File: src/rtl/div_dispatch.sv
`timescale 1ns/1ps
// div_dispatch: queues divide requests in a DEPTH-entry FIFO and hands them
// one at a time to an external iterative divider using a done/ready handshake.
// Requests with a zero divisor or zero divisor width are rejected without
// touching the divider and reported through out_err.
//   clk, rstn           : clock, asynchronous active-low reset
//   in_*                : request push interface (valid/ready)
//   div_done/div_q/...  : divider status and result inputs
//   div_ready/div_*     : divider start strobe and held operands
//   out_*               : one-cycle result strobe, no backpressure
module div_dispatch #(
  parameter int DEPTH = 4
) (
  input  logic        clk,
  input  logic        rstn,
  input  logic        in_valid,
  output logic        in_ready,
  input  logic [31:0] in_dividend,
  input  logic [31:0] in_divisor,
  input  logic [4:0]  in_m,
  input  logic [4:0]  in_n,
  input  logic        div_done,
  input  logic [31:0] div_q,
  input  logic [31:0] div_rem,
  input  logic [4:0]  div_num_add,
  input  logic [4:0]  div_num_sub,
  output logic        div_ready,
  output logic [31:0] div_dividend,
  output logic [31:0] div_divisor,
  output logic [4:0]  div_m,
  output logic [4:0]  div_n,
  output logic        out_valid,
  output logic [31:0] out_q,
  output logic [31:0] out_rem,
  output logic [4:0]  out_num_add,
  output logic [4:0]  out_num_sub,
  output logic        out_err
);

  localparam int AW = $clog2(DEPTH);
  localparam int CW = AW + 1;
  localparam logic [CW-1:0] FULL = CW'(DEPTH);

  typedef struct packed {
    logic [31:0] dividend;
    logic [31:0] divisor;
    logic [4:0]  m;
    logic [4:0]  n;
  } entry_t;

  typedef enum logic [2:0] {
    S_IDLE,
    S_ISSUE,
    S_WAIT_LOW,
    S_WAIT_HIGH,
    S_ERR
  } state_t;

  entry_t          mem_q [DEPTH];
  entry_t          mem_d [DEPTH];
  logic [AW-1:0]   wr_ptr_q, wr_ptr_d;
  logic [AW-1:0]   rd_ptr_q, rd_ptr_d;
  logic [CW-1:0]   count_q, count_d;
  state_t          state_q, state_d;

  logic            div_ready_q, div_ready_d;
  logic [31:0]     div_dividend_q, div_dividend_d;
  logic [31:0]     div_divisor_q, div_divisor_d;
  logic [4:0]      div_m_q, div_m_d;
  logic [4:0]      div_n_q, div_n_d;
  logic            out_valid_q, out_valid_d;
  logic [31:0]     out_q_q, out_q_d;
  logic [31:0]     out_rem_q, out_rem_d;
  logic [4:0]      out_num_add_q, out_num_add_d;
  logic [4:0]      out_num_sub_q, out_num_sub_d;
  logic            out_err_q, out_err_d;

  logic            push;
  logic            pop;
  entry_t          in_entry;
  entry_t          head;
  logic            head_bad;

  assign in_ready = (count_q != FULL);
  assign push     = in_valid && in_ready;
  assign in_entry = '{dividend: in_dividend, divisor: in_divisor, m: in_m, n: in_n};
  assign head     = mem_q[rd_ptr_q];
  assign head_bad = (head.divisor == '0) || (head.n == '0);

  // FIFO storage and occupancy; pointers wrap naturally at AW bits.
  always_comb begin
    mem_d    = mem_q;
    wr_ptr_d = wr_ptr_q;
    rd_ptr_d = rd_ptr_q;
    count_d  = count_q;
    if (push) begin
      mem_d[wr_ptr_q] = in_entry;
      wr_ptr_d        = wr_ptr_q + 1'b1;
    end
    if (pop) begin
      rd_ptr_d = rd_ptr_q + 1'b1;
    end
    case ({push, pop})
      2'b10:   count_d = count_q + 1'b1;
      2'b01:   count_d = count_q - 1'b1;
      default: count_d = count_q;
    endcase
  end

  // Dispatch FSM. Rejection is checked before div_done so a bad head never
  // waits on the divider.
  always_comb begin
    state_d        = state_q;
    pop            = 1'b0;
    div_ready_d    = 1'b0;
    div_dividend_d = div_dividend_q;
    div_divisor_d  = div_divisor_q;
    div_m_d        = div_m_q;
    div_n_d        = div_n_q;
    out_valid_d    = 1'b0;
    out_err_d      = 1'b0;
    out_q_d        = out_q_q;
    out_rem_d      = out_rem_q;
    out_num_add_d  = out_num_add_q;
    out_num_sub_d  = out_num_sub_q;
    case (state_q)
      S_IDLE: begin
        if (count_q != '0) begin
          if (head_bad) begin
            pop           = 1'b1;
            state_d       = S_ERR;
            out_valid_d   = 1'b1;
            out_err_d     = 1'b1;
            out_q_d       = '1;
            out_rem_d     = head.dividend;
            out_num_add_d = '0;
            out_num_sub_d = '0;
          end else if (div_done) begin
            pop            = 1'b1;
            state_d        = S_ISSUE;
            div_ready_d    = 1'b1;
            div_dividend_d = head.dividend;
            div_divisor_d  = head.divisor;
            div_m_d        = head.m;
            div_n_d        = head.n;
          end
        end
      end
      S_ISSUE: begin
        state_d = S_WAIT_LOW;
      end
      S_WAIT_LOW: begin
        if (!div_done) begin
          state_d = S_WAIT_HIGH;
        end
      end
      S_WAIT_HIGH: begin
        if (div_done) begin
          state_d       = S_IDLE;
          out_valid_d   = 1'b1;
          out_q_d       = div_q;
          out_rem_d     = div_rem;
          out_num_add_d = div_num_add;
          out_num_sub_d = div_num_sub;
        end
      end
      S_ERR: begin
        state_d = S_IDLE;
      end
      default: begin
        state_d = S_IDLE;
      end
    endcase
  end

  always_ff @(posedge clk or negedge rstn) begin
    if (!rstn) begin
      for (int unsigned i = 0; i < DEPTH; i++) begin
        mem_q[i] <= '0;
      end
      wr_ptr_q       <= '0;
      rd_ptr_q       <= '0;
      count_q        <= '0;
      state_q        <= S_IDLE;
      div_ready_q    <= 1'b0;
      div_dividend_q <= '0;
      div_divisor_q  <= '0;
      div_m_q        <= '0;
      div_n_q        <= '0;
      out_valid_q    <= 1'b0;
      out_q_q        <= '0;
      out_rem_q      <= '0;
      out_num_add_q  <= '0;
      out_num_sub_q  <= '0;
      out_err_q      <= 1'b0;
    end else begin
      mem_q          <= mem_d;
      wr_ptr_q       <= wr_ptr_d;
      rd_ptr_q       <= rd_ptr_d;
      count_q        <= count_d;
      state_q        <= state_d;
      div_ready_q    <= div_ready_d;
      div_dividend_q <= div_dividend_d;
      div_divisor_q  <= div_divisor_d;
      div_m_q        <= div_m_d;
      div_n_q        <= div_n_d;
      out_valid_q    <= out_valid_d;
      out_q_q        <= out_q_d;
      out_rem_q      <= out_rem_d;
      out_num_add_q  <= out_num_add_d;
      out_num_sub_q  <= out_num_sub_d;
      out_err_q      <= out_err_d;
    end
  end

  assign div_ready    = div_ready_q;
  assign div_dividend = div_dividend_q;
  assign div_divisor  = div_divisor_q;
  assign div_m        = div_m_q;
  assign div_n        = div_n_q;
  assign out_valid    = out_valid_q;
  assign out_q        = out_q_q;
  assign out_rem      = out_rem_q;
  assign out_num_add  = out_num_add_q;
  assign out_num_sub  = out_num_sub_q;
  assign out_err      = out_err_q;

endmodule

File: config.mk
export PLATFORM = sky130hd
export DESIGN_NAME = div_dispatch
export DESIGN_NICKNAME = d
export VERILOG_FILES = /design/src/rtl/div_dispatch.sv
export SDC_FILE = /design/constraint.sdc
export NUM_CORES = 1
export LEC_CHECK = 0
export CAP_MARGIN = 15
export CORE_AREA = 2 2 203 205
export CTS_CLUSTER_SIZE = 14
export DETAILED_ROUTE_END_ITERATION = 6
export DIE_AREA = 0 0 205 207
export PLACE_DENSITY = 0.74
export SYNTH_ARGS = -nofsm -noshare
export SYNTH_HDL_FRONTEND = slang
export SYNTH_SLANG_ARGS = --single-unit
export TNS_END_PERCENT = 100
File: constraint.sdc
create_clock -name clk -period 3.4 [get_ports clk]
set_clock_uncertainty 0.05 [all_clocks]
set_input_delay 0.34 -clock clk [delete_from_list [all_inputs] [get_ports clk]]
set_output_delay 0.34 -clock clk [all_outputs]
set_load 0.03 [all_outputs]
==> metrics.md, run 1 <==
| Metric | Value |
|---|---|
| Final period utilization | a little under 100% |
| Final #Nets | 1789 |
| RR Startpoint | rd_ptr_q[0] |
| Setup repair after global routing missed its margin | true |
| Core area | around 40000 um2 |
| F_max | 298.1 MHz |
| Static Leak | 0.01091 uW |
| CP Capture Type | flip-flop |
| Per-cell routed wire length | roughly 22 um |
| First-pass GRT wire length | about 74000 um |
| CTS Buf Count | 47 |
| Pin count of the biggest net entering global routing | between 80 and 90 |
| Seq cells post-synth | 457 |
| Max stage delay cell, worst path | mux4_2 |
| Root Driver | clkbuf_16 |
| Sequential area share after synthesis | roughly three fifths |
| Post-Place Cell Area | 23360 um2 |
| Fin cells | 2200 |
| Dpl cells | ~2100 |
| Total wire length | ~48000 um |
| Setup CP Type | flip-flop to flip-flop |
| Reg2reg path depth | 13 |
| Number of flops mapped to enable cells by yosys | 0 |
| Yosys top cell area share | 58.83% |
| Top cells by area, synth | dfrtp_1, mux2_2, mux4_2, nand2_1, mux2_4 |
| Worst path arrival time | 3.80 ns |
| CTS tree | yes |
| Initial cell density of the core | between 40% and 50% |
| Hold Crit Start | div_num_add[2] |
| Synthesized net count | between 1000 and 1500 |
| Crit path launch | rd_ptr_q[0] |
| # IOs | ~300 |
| Maximum single-stage delay on the critical path | between 0.5 and 0.6 ns |
| Final min period | 3.355 ns |
| Mapped Cells | 1298 |
| Status | completed |
| HP Class | input port to flip-flop |
| Die area | ~42000 um2 |
| Most common cell in the netlist | dfrtp_1 |
| Finish-stage setup viols | 0 |
| Post-Syn Area per Cell | ~15 um2 |
| Vias in the first global route | approximately 13000 |
| CTS Sinks | around 460 |
| Row Count | 74 |
| Routed Antenna Nets | 0 |
| Max Slew Vio Count | 0 |
| Final instance area | about 25000 um2 |
| Crit path launch type | flip-flop |
| Worst-Margin Slew | about 0.8 ns |
| Share of cells above drive strength 1 | between 30% and 40% |
| Peak supply drop | around 900 uV |
| Crit Path Max Fanout | 13 |
| Fill cells | 2993 |
| Synth Flop Type | dfrtp_1 |
| CP required | 3.84 ns |
| Fin. Hold Viols | 0 |
| Die Width | approximately 210 um |
| Initial antenna violation count | 7 |
| Power per cell area | about 1100 nW/um2 |
| Worst path cell trace | buf_12 > buf_12 > mux4_2 > nor4_4 > nand4_1 > nor2_2 > o31a_1 > ha_2 > inv_2 > fa_2 > xor2_1 > nor2_1 > xor2_1 |
| Final Wtd Congestion | between 0.8 and 0.9 |
| Synthesized area | 19440 um2 |
| Vias/cell | around 5.4 |
| Area grow syn2layout | 29.48% |
| Final TNS setup | 0 ns |
| Synth async-reset ratio | 100.0% |
| Rel. slew slack | roughly 47% |
| # DRC | 0 |
| GRT Util Overall | a little under a quarter |
| Count of different cell masters after synthesis | 34 |
| Util after Layout | roughly 62% |
| Clock Latency Late Sink | between 0.5 and 0.6 ns |
| Final HPWL DP | 32130 um |
| H-Tree Depth | 2 |
| Synth warn | 0 |
| Area leader, netlist | dfrtp_1 |
| CTS clk-pin slew, worst paths | approximately 0.060 ns |
| Max Cap Viol | 0 |
| 1st-iter DRT viols | 593 |
| Commonest cells in the netlist | dfrtp_1, mux2_2, nand2_1 |
| Hold Path Stages | 3 |
| Total grt overflow | 0 |
| Routed via count | 11940 |
| Port Buffers | 303 |
| Chip height | just over 200 um |
| Drt first pass iters | 4 |
| CTS Buffer Depth | 3 |
metrics by stage:
stage	hold slack, ns	total power [uW]	worst slack (ns)
6_report	0.2830	27340	0.04507
5_1_grt	0.2843	28830	-0.04328
4_1_cts	0.2573	27290	0.03404
3_5_place_dp	0.3676	22040	-0.1352
3_3_place_gp	0.3484	21640	-0.06358
2_1_floorplan	-0.005591	17630	0.2016
critical path: cells and delay by family (launching register included):
kind,cells,cell delay (ns)
simple gates,4,0.88
xor+xnor,2,0.29
mux,1,0.56
compound gates,1,0.19
buf+inv,3,0.32
fa+ha+maj,2,0.52
flops,1,0.46
registers in the layout, indices dropped and copies added (netlist names):
register,flops
mem_q,296
div_dividend,32
div_divisor,32
out_q,32
out_rem,32
div_m,5
div_n,5
out_num_add,5
out_num_sub,5
count_q,3
state_q,3
rd_ptr_q,2
wr_ptr_q,2
div_ready,1
out_err,1
out_valid,1
final timing paths:
kind	end	slack [ns]
worst max-delay path	count_q[2]	0.05
worst min-delay path	out_num_add[2]	0.28
worst max register to register	count_q[2]	0.05
worst min register to register	out_q[19]	0.44
max in group asynchronous	mem_q[82]	1.90
min in group asynchronous	out_q[6]	0.34
layer usage:
layer	global-route usage (%)	up-vias	wire length, um
met5	0	-	54
met4	7.368	8	1356
met3	4.846	81	3022
met2	37.74	337	23220
met1	29.42	6216	19920
li1	-	5295	-
cell usage in the layout (no fill, tap or decap), types with 11 or more instances in the layout:
| cell | n |
|---|---|
| mux2_2 | 362 |
| buf_4 | 41 |
| mux4_2 | 74 |
| clkbuf_1 | 12 |
| clkdlybuf4s50_1 | 302 |
| mux2_4 | 40 |
| nand2_1 | 183 |
| buf_12 | 15 |
| clkinv_2 | 11 |
| nand3_1 | 33 |
| clkbuf_16 | 51 |
| dfrtp_1 | 455 |
cells by family (layout without fill, tap and decap cells):
kind of cell / after synthesis / count (layout) / share of synthesized area [%]
muxes: 477 / 477 / 32.68
DFF: 457 / 457 / 58.83
and+or+nand+nor: 243 / 243 / 5.123
buffers and inverters: 90 / 457 / 2.072
AOI/OAI and AO/OA: 19 / 19 / 0.5986
adders and majority gates: 6 / 6 / 0.4248
xor gates and xnor gates: 6 / 6 / 0.2704
other: 0 / 3 / 0
where the power goes:
part / switching [uW] / total [uW] / leakage (uW) / internal [uW]
Combinational: 5910 / 12500 / 0.00468 / 6640
Sequential: 1580 / 9800 / 0.00548 / 8220
Clock: 2070 / 4990 / 0.000747 / 2920
final cells by class:
type,count,area (um2),area share (%)
Antenna cell,3,7.507,0.02982
Timing Repair Buffer,366,3789,15.05
Multi-Input combinational cell,751,7742,30.76
Inverter,8,30.03,0.1193
Sequential cell,457,11440,45.46
Tap cell,532,665.6,2.644
Clock buffer,71,1409,5.597
Clock inverter,12,85.08,0.3380
repair_timing:
item | CTS | global route
gates resized for setup | 7 | 13
buffers inserted | 1 | 12
setup endpoints to repair | 1 | 14
hold endpoints to repair | 78 | 0
cloned | 1 | 2
hold buffers | 1 | 0
pin swaps | 1 | 9
Note: power is estimated with default switching activity, not from simulation.
==> run 2, diff against run 1 <==
- CORE_AREA: 2 2 203 205 -> 2 2 188 190
- DIE_AREA: 0 0 205 207 -> 0 0 190 192
- DONT_BUFFER_PORTS: not set -> 1
- PLACE_DENSITY: 0.74 -> 0.73
==> metrics.md, run 2 (synthesis gave the netlist of run 1 again) <==
| Metric | Value |
|---|---|
| CP Capture Type | flip-flop |
| Power per cell area | 1091 nW/um2 (+0.45%) |
| Total grt overflow | 0 (unchanged) |
| Per-cell routed wire length | 23.26 um (+7.6%) |
| Max Cap Viol | 0 (unchanged) |
| CTS Buf Count | 47 (unchanged) |
| Vias/cell | 5.789 (+6.7%) |
| Setup CP Type | flip-flop to flip-flop |
| Port Buffers | 0 (-100%) |
| Finish-stage setup viols | 0 (unchanged) |
| CTS tree | yes |
| Failing checks | negative hold slack |
| Highest routing layer actually used | met4 |
| CTS Sinks | 457 (unchanged) |
| Status | finished, violations left |
| Setup WS pre-CTS | -0.001097 ns (+0.1341 ns) |
| Sw Share | 36.02% (+1.1 points) |
| HP Class | input port to async pin |
| Vias in the first global route | 12100 (-6.7%) |
| Worst-Margin Slew | 1.199 ns (+0.4016 ns) |
| F_max | 296.8 MHz (-0.42%) |
| WL met2 | 22020 um (-5.2%) |
| Final HPWL DP | 28000 um (-13%) |
| Core area | 34290 um2 (-15%) |
| Fill cells | 2355 (-21%) |
| Met1 WL | 18570 um (-6.8%) |
| Row Count | 68 (-8.1%) |
| Met3 wire length | 3071 um (+1.6%) |
| Clk pwr share | 19.7% (+1.4 points) |
| # IOs | 304 (unchanged) |
| Share of cells above drive strength 1 | 40.89% (+2.8 points) |
| CP required | 3.82 ns (-0.02 ns) |
| Final min period | 3.369 ns (+0.01423 ns) |
| H-Tree Depth | 2 (unchanged) |
| Commonest non-fill, non-tap cell in the layout | dfrtp_1 |
| Crit Path Max Fanout | 13 (unchanged) |
| Peak supply drop | 596.0 uV (-35%) |
| Initial cell density of the core | 56.70% (+8.5 points) |
| Commonest cells after routing, fill and taps aside | dfrtp_1, mux2_2, nand2_1 |
| 1st-iter DRT viols | 702 (+18%) |
| Rel. slew slack | 20.06% (-27 points) |
| CTS clk-pin slew, worst paths | 0.06 ns (about the same) |
| Total wire length | 45220 um (-5.0%) |
| # DRC | 0 (unchanged) |
| Final #Nets | 1609 (-10%) |
| Biggest register | mem_q |
| Final period utilization | 99.09% (+0.42 points) |
| WHS | -0.5744 ns (-0.8573 ns) |
| Area grow syn2layout | 19.33% |
| Clock Latency Late Sink | 0.57 ns (about the same) |
| Design Power | 25310 uW (-7.4%) |
| Max reg flops | 296 (unchanged) |
| Die area | 36480 um2 (-14%) |
| Routed via count | 11250 (-5.7%) |
| Pin count of the biggest net entering global routing | 458 (+430%) |
| Initial antenna violation count | 7 (unchanged) |
| Post-CTS Hold Buffers | 142 (+141) |
| Drt first pass iters | 5 (+1) |
| GRT Util Overall | 24.98% (+2.4 points) |
| Setup repair after global routing missed its margin | true |
| Static Leak | 0.01020 uW (-6.4%) |
| Final TNS setup | 0 ns (unchanged) |
| Crit path launch type | flip-flop |
| Worst path arrival time | 3.79 ns (about the same) |
| First-pass GRT wire length | 70020 um (-5.8%) |
| Final Wtd Congestion | 0.7687 (-6.5%) |
| Die Width | 190 um (-7.3%) |
| PnR worst setup slack | 0.03084 ns (-0.01423 ns) |
| Int Pwr | 16190 uW (-8.9%) |
| Max Slew Vio Count | 0 (unchanged) |
| Share of power burned in combinational logic | 34.3% (-12 points) |
| Fin. Hold Viols | 457 (+457) |
| Chip height | 192 um (-7.2%) |
| Sequential power share | 46.0% (+10 points) |
| Psw | 9117 uW (-4.6%) |
| Routed Antenna Nets | 0 (unchanged) |
| CTS Buffer Depth | 3 (unchanged) |
| Root Driver | clkbuf_16 |
run 2: worst max-delay path, cell delays in order (launching register included):
cell,delay [ns]
dfrtp_4,0.52
buf_12,0.14
buf_4,0.14
clkbuf_16,0.19
mux4_2,0.46
nor4_1,0.24
nand4_1,0.18
nor2_2,0.17
o31a_1,0.18
ha_2,0.19
inv_1,0.06
fa_2,0.33
xor2_1,0.14
nor2_1,0.11
xor2_1,0.16
run 2: routing by layer:
metal	up-vias	track usage (%)
li1	4930	-
met1	5892	31.77
met2	351	41.77
met3	81	6.267
met4	0	9.183
met5	-	0
run 2: final timing paths:
check                                        end         from  cells past startpoint  slack (ns)
worst max-delay path                  count_q[2]  rd_ptr_q[0]                     14        0.03
worst min-delay path            div_dividend[10]         rstn                      0       -0.57
worst max register to register        count_q[2]  rd_ptr_q[0]                     14        0.03
worst min register to register        mem_q[118]   mem_q[118]                      1        0.45
max in group asynchronous              mem_q[82]         rstn                      0        2.89
min in group clk                        out_q[3]     div_q[3]                      2        0.05
run 2: through the flow:
stage                     cell area [um2]  instances  util (%)  hold WS (ns)
after floorplan                     19440       1298         -     -0.005591
after global placement              20080       1701     58.56      0.003937
after detailed placement            20080       1701     58.56      0.004872
after CTS                           23030       1927     67.17       -0.5888
after global routing                23190       1943     67.65       -0.5948
final                               23200       1944     67.65       -0.5744
run 2: layout make-up:
type | count | area [um2] | share of cell area, %
timing repair buffer | 186 | 1956 | 8.430
inverter | 8 | 30.03 | 0.1295
antenna | 7 | 17.52 | 0.07551
tap | 455 | 569.3 | 2.454
clock inverter | 11 | 120.1 | 0.5178
sequential | 457 | 11440 | 49.33
clock buffer | 69 | 1370 | 5.906
multi-input combinational | 751 | 7691 | 33.16
run 2: timing repair:
item                                    CTS  global route
pin swaps                                 1             3
resized for setup                         2             8
endpoints found under the setup margin    1            75
endpoints found under the hold margin   822           457
setup buffers                             4             9
gates cloned                              0             1
run 2: power groups by stage:
stage | Combinational, uW | Sequential, uW | Clock, uW
global placement | 8040 | 11600 | 0
finish | 8670 | 11600 | 5000
detailed placement | 8320 | 11700 | 0
CTS | 8550 | 11600 | 5100
global route | 9370 | 12000 | 5320
floorplan | 6640 | 11000 | 0
==> run 3, diff against run 2 <==
- PLACE_DENSITY: 0.73 -> 0.86
==> metrics.md, run 3 (synthesis gave the netlist of run 1 again) <==
| Metric | Value |
|---|---|
| Status | finished, violations left |
| Worst-Margin Slew | 0.9976 ns (-0.2015 ns) |
| 1st-iter DRT viols | 757 (+7.8%) |
| HP Class | input port to async pin |
| Setup slack, reg-to-reg | 0.05 ns (about the same) |
| Crit path launch type | flip-flop |
| Power per cell area | 1106 nW/um2 (+1.4%) |
| Final #Nets | 1618 (+0.56%) |
| Crit path launch | rd_ptr_q[0] |
| Final instance area | 23310 um2 (+0.48%) |
| CP Capture Type | flip-flop |
| Setup CP Type | flip-flop to flip-flop |
| Share of cells above drive strength 1 | 41.27% (+0.38 points) |
| Row Count | 68 (unchanged) |
| Final HPWL DP | 30090 um (+7.5%) |
| Design Power | 25780 uW (+1.9%) |
| Worst r2r dst | count_q[2] |
| CP required | 3.85 ns (+0.03 ns) |
| Initial antenna violation count | 5 (-2) |
| Root Driver | clkbuf_16 |
| Chip height | 192 um (unchanged) |
| Biggest register | mem_q |
| Max reg flops | 296 (unchanged) |
| Routed Antenna Nets | 0 (unchanged) |
| Clock Latency Late Sink | 0.59 ns (+0.02 ns) |
| Rel. slew slack | 33.49% (+13 points) |
| Commonest non-fill, non-tap cell in the layout | dfrtp_1 |
| CTS Buf Count | 46 (-2.1%) |
| Crit path capture | count_q[2] |
| Vias/cell | 5.962 (+3.0%) |
| Finish-stage setup viols | 0 (unchanged) |
| Setup repair after global routing missed its margin | true |
| Fin. Hold Viols | 457 (unchanged) |
| Pin count of the biggest net entering global routing | 458 (unchanged) |
| GRT Util Overall | 26.58% (+1.6 points) |
| Max Slew Vio Count | 0 (unchanged) |
| Die Width | 190 um (unchanged) |
| Peak supply drop | 638.2 uV (+7.1%) |
| Routed via count | 11660 (+3.6%) |
| Post-CTS Hold Buffers | 147 (+3.5%) |
| Commonest cells after routing, fill and taps aside | dfrtp_1, mux2_2, nand2_1 |
| CTS Sinks | 457 (unchanged) |
| Core area | 34290 um2 (unchanged) |
| Worst path arrival time | 3.81 ns (+0.02 ns) |
| Per-cell routed wire length | 24.91 um (+7.1%) |
| # DRC | 0 (unchanged) |
| Final TNS setup | 0 ns (unchanged) |
| Drt first pass iters | 4 (-1) |
| Failing checks | negative hold slack |
| Final Wtd Congestion | 0.7784 (+1.3%) |
| First-pass GRT wire length | 73560 um (+5.1%) |
| Static Leak | 0.01026 uW (+0.52%) |
| F_max | 298.1 MHz (+0.44%) |
| Total wire length | 48700 um (+7.7%) |
| WHS | -0.5648 ns (+0.009588 ns) |
| Final period utilization | 98.66% (-0.43 points) |
| H-Tree Depth | 2 (unchanged) |
| CTS clk-pin slew, worst paths | 0.06 ns (about the same) |
| Die area | 36480 um2 (unchanged) |
| Final min period | 3.354 ns (-0.01468 ns) |
| # IOs | 304 (unchanged) |
| Port Buffers | 0 (unchanged) |
| Crit Path Max Fanout | 6 (-7) |
| Reg2reg path depth | 13 (-1) |
| Post-Place Cell Area | 20170 um2 (+0.44%) |
| Max Cap Viol | 0 (unchanged) |
| RR Startpoint | rd_ptr_q[0] |
| Util after Layout | 67.98% (+0.32 points) |
| Initial cell density of the core | 56.70% (unchanged) |
| Area grow syn2layout | 19.89% |
| CTS Buffer Depth | 3 (unchanged) |
| CTS tree | yes |
| Total grt overflow | 0 (unchanged) |
| Vias in the first global route | 12750 (+5.4%) |
[run 3: cell count changes in the layout (fill, tap and decap cells not counted), sizes merged]
cell         before  now
buf              43   48
dlygate4sd3     142  147
clkinv            8   11
clkbuf           70   68
diode             7    5
clkinvlp          0    1
inv               9   10
[run 3: worst min path at each step]
stage                             to  slack (ns)  cells after the start
after CTS                  mem_q[80]       -0.61                      0
after detailed placement   mem_q[80]        0.01                      0
final                      mem_q[15]       -0.56                      0
after global placement     mem_q[80]        0.01                      0
after global routing       mem_q[15]       -0.60                      0
after floorplan           count_q[0]      -0.006                      0
[run 3: final cells by class]
| class | instances | area, um2 |
|---|---|---|
| multi-input combinational | 751 | 7700 |
| inverter | 8 | 30.03 |
| timing repair buffer | 196 | 2034 |
| tap | 455 | 569.3 |
| fill | 2068 | 10980 |
| sequential | 457 | 11440 |
| clock inverter | 16 | 166.4 |
| antenna | 5 | 12.51 |
| clock buffer | 67 | 1351 |
[run 3: per-stage QoR]
step	std cells	setup slack, ns
finish	1955	0.04552
global route	1954	-0.1352
CTS	1942	0.0005684
detailed placement	1712	0.01566
global placement	1712	0.05747
floorplan	1298	0.2016
[run 3: timing repair]
item,CTS,global route
pin swaps,0,4
setup buffers,0,7
hold endpoints to repair,827,457
endpoints found under the setup margin,1,2
cloned,0,1
gates resized for setup,3,10
[run 3: layer usage]
layer | part of all wire [%] | GRT usage (%) | vias to the layer above
li1 | - | - | 4965
met1 | 38 | 31.97 | 6117
met2 | 51 | 45.26 | 471
met3 | 8.1 | 7.619 | 103
met4 | 3.2 | 10.88 | 0
met5 | 0 | 0 | -
[run 3: report_power, final]
part | switching (uW) | internal [uW] | total (uW) | leakage, uW
registers | 3620 | 8190 | 11800 | 0.00548
clock network | 2140 | 2930 | 5070 | 0.000750
logic | 3800 | 5100 | 8910 | 0.00403
[run 3: worst max-delay path, stage by stage (launching register included)]
cell       delay [ns]
dfrtp_4          0.53
clkbuf_16        0.19
mux4_2           0.55
nor4_4           0.31
buf_4            0.17
nand4_1          0.14
nor2_1           0.18
o31a_1           0.19
ha_2             0.20
inv_2            0.04
fa_2             0.33
xor2_1           0.14
nor2_1           0.11
xor2_1           0.14
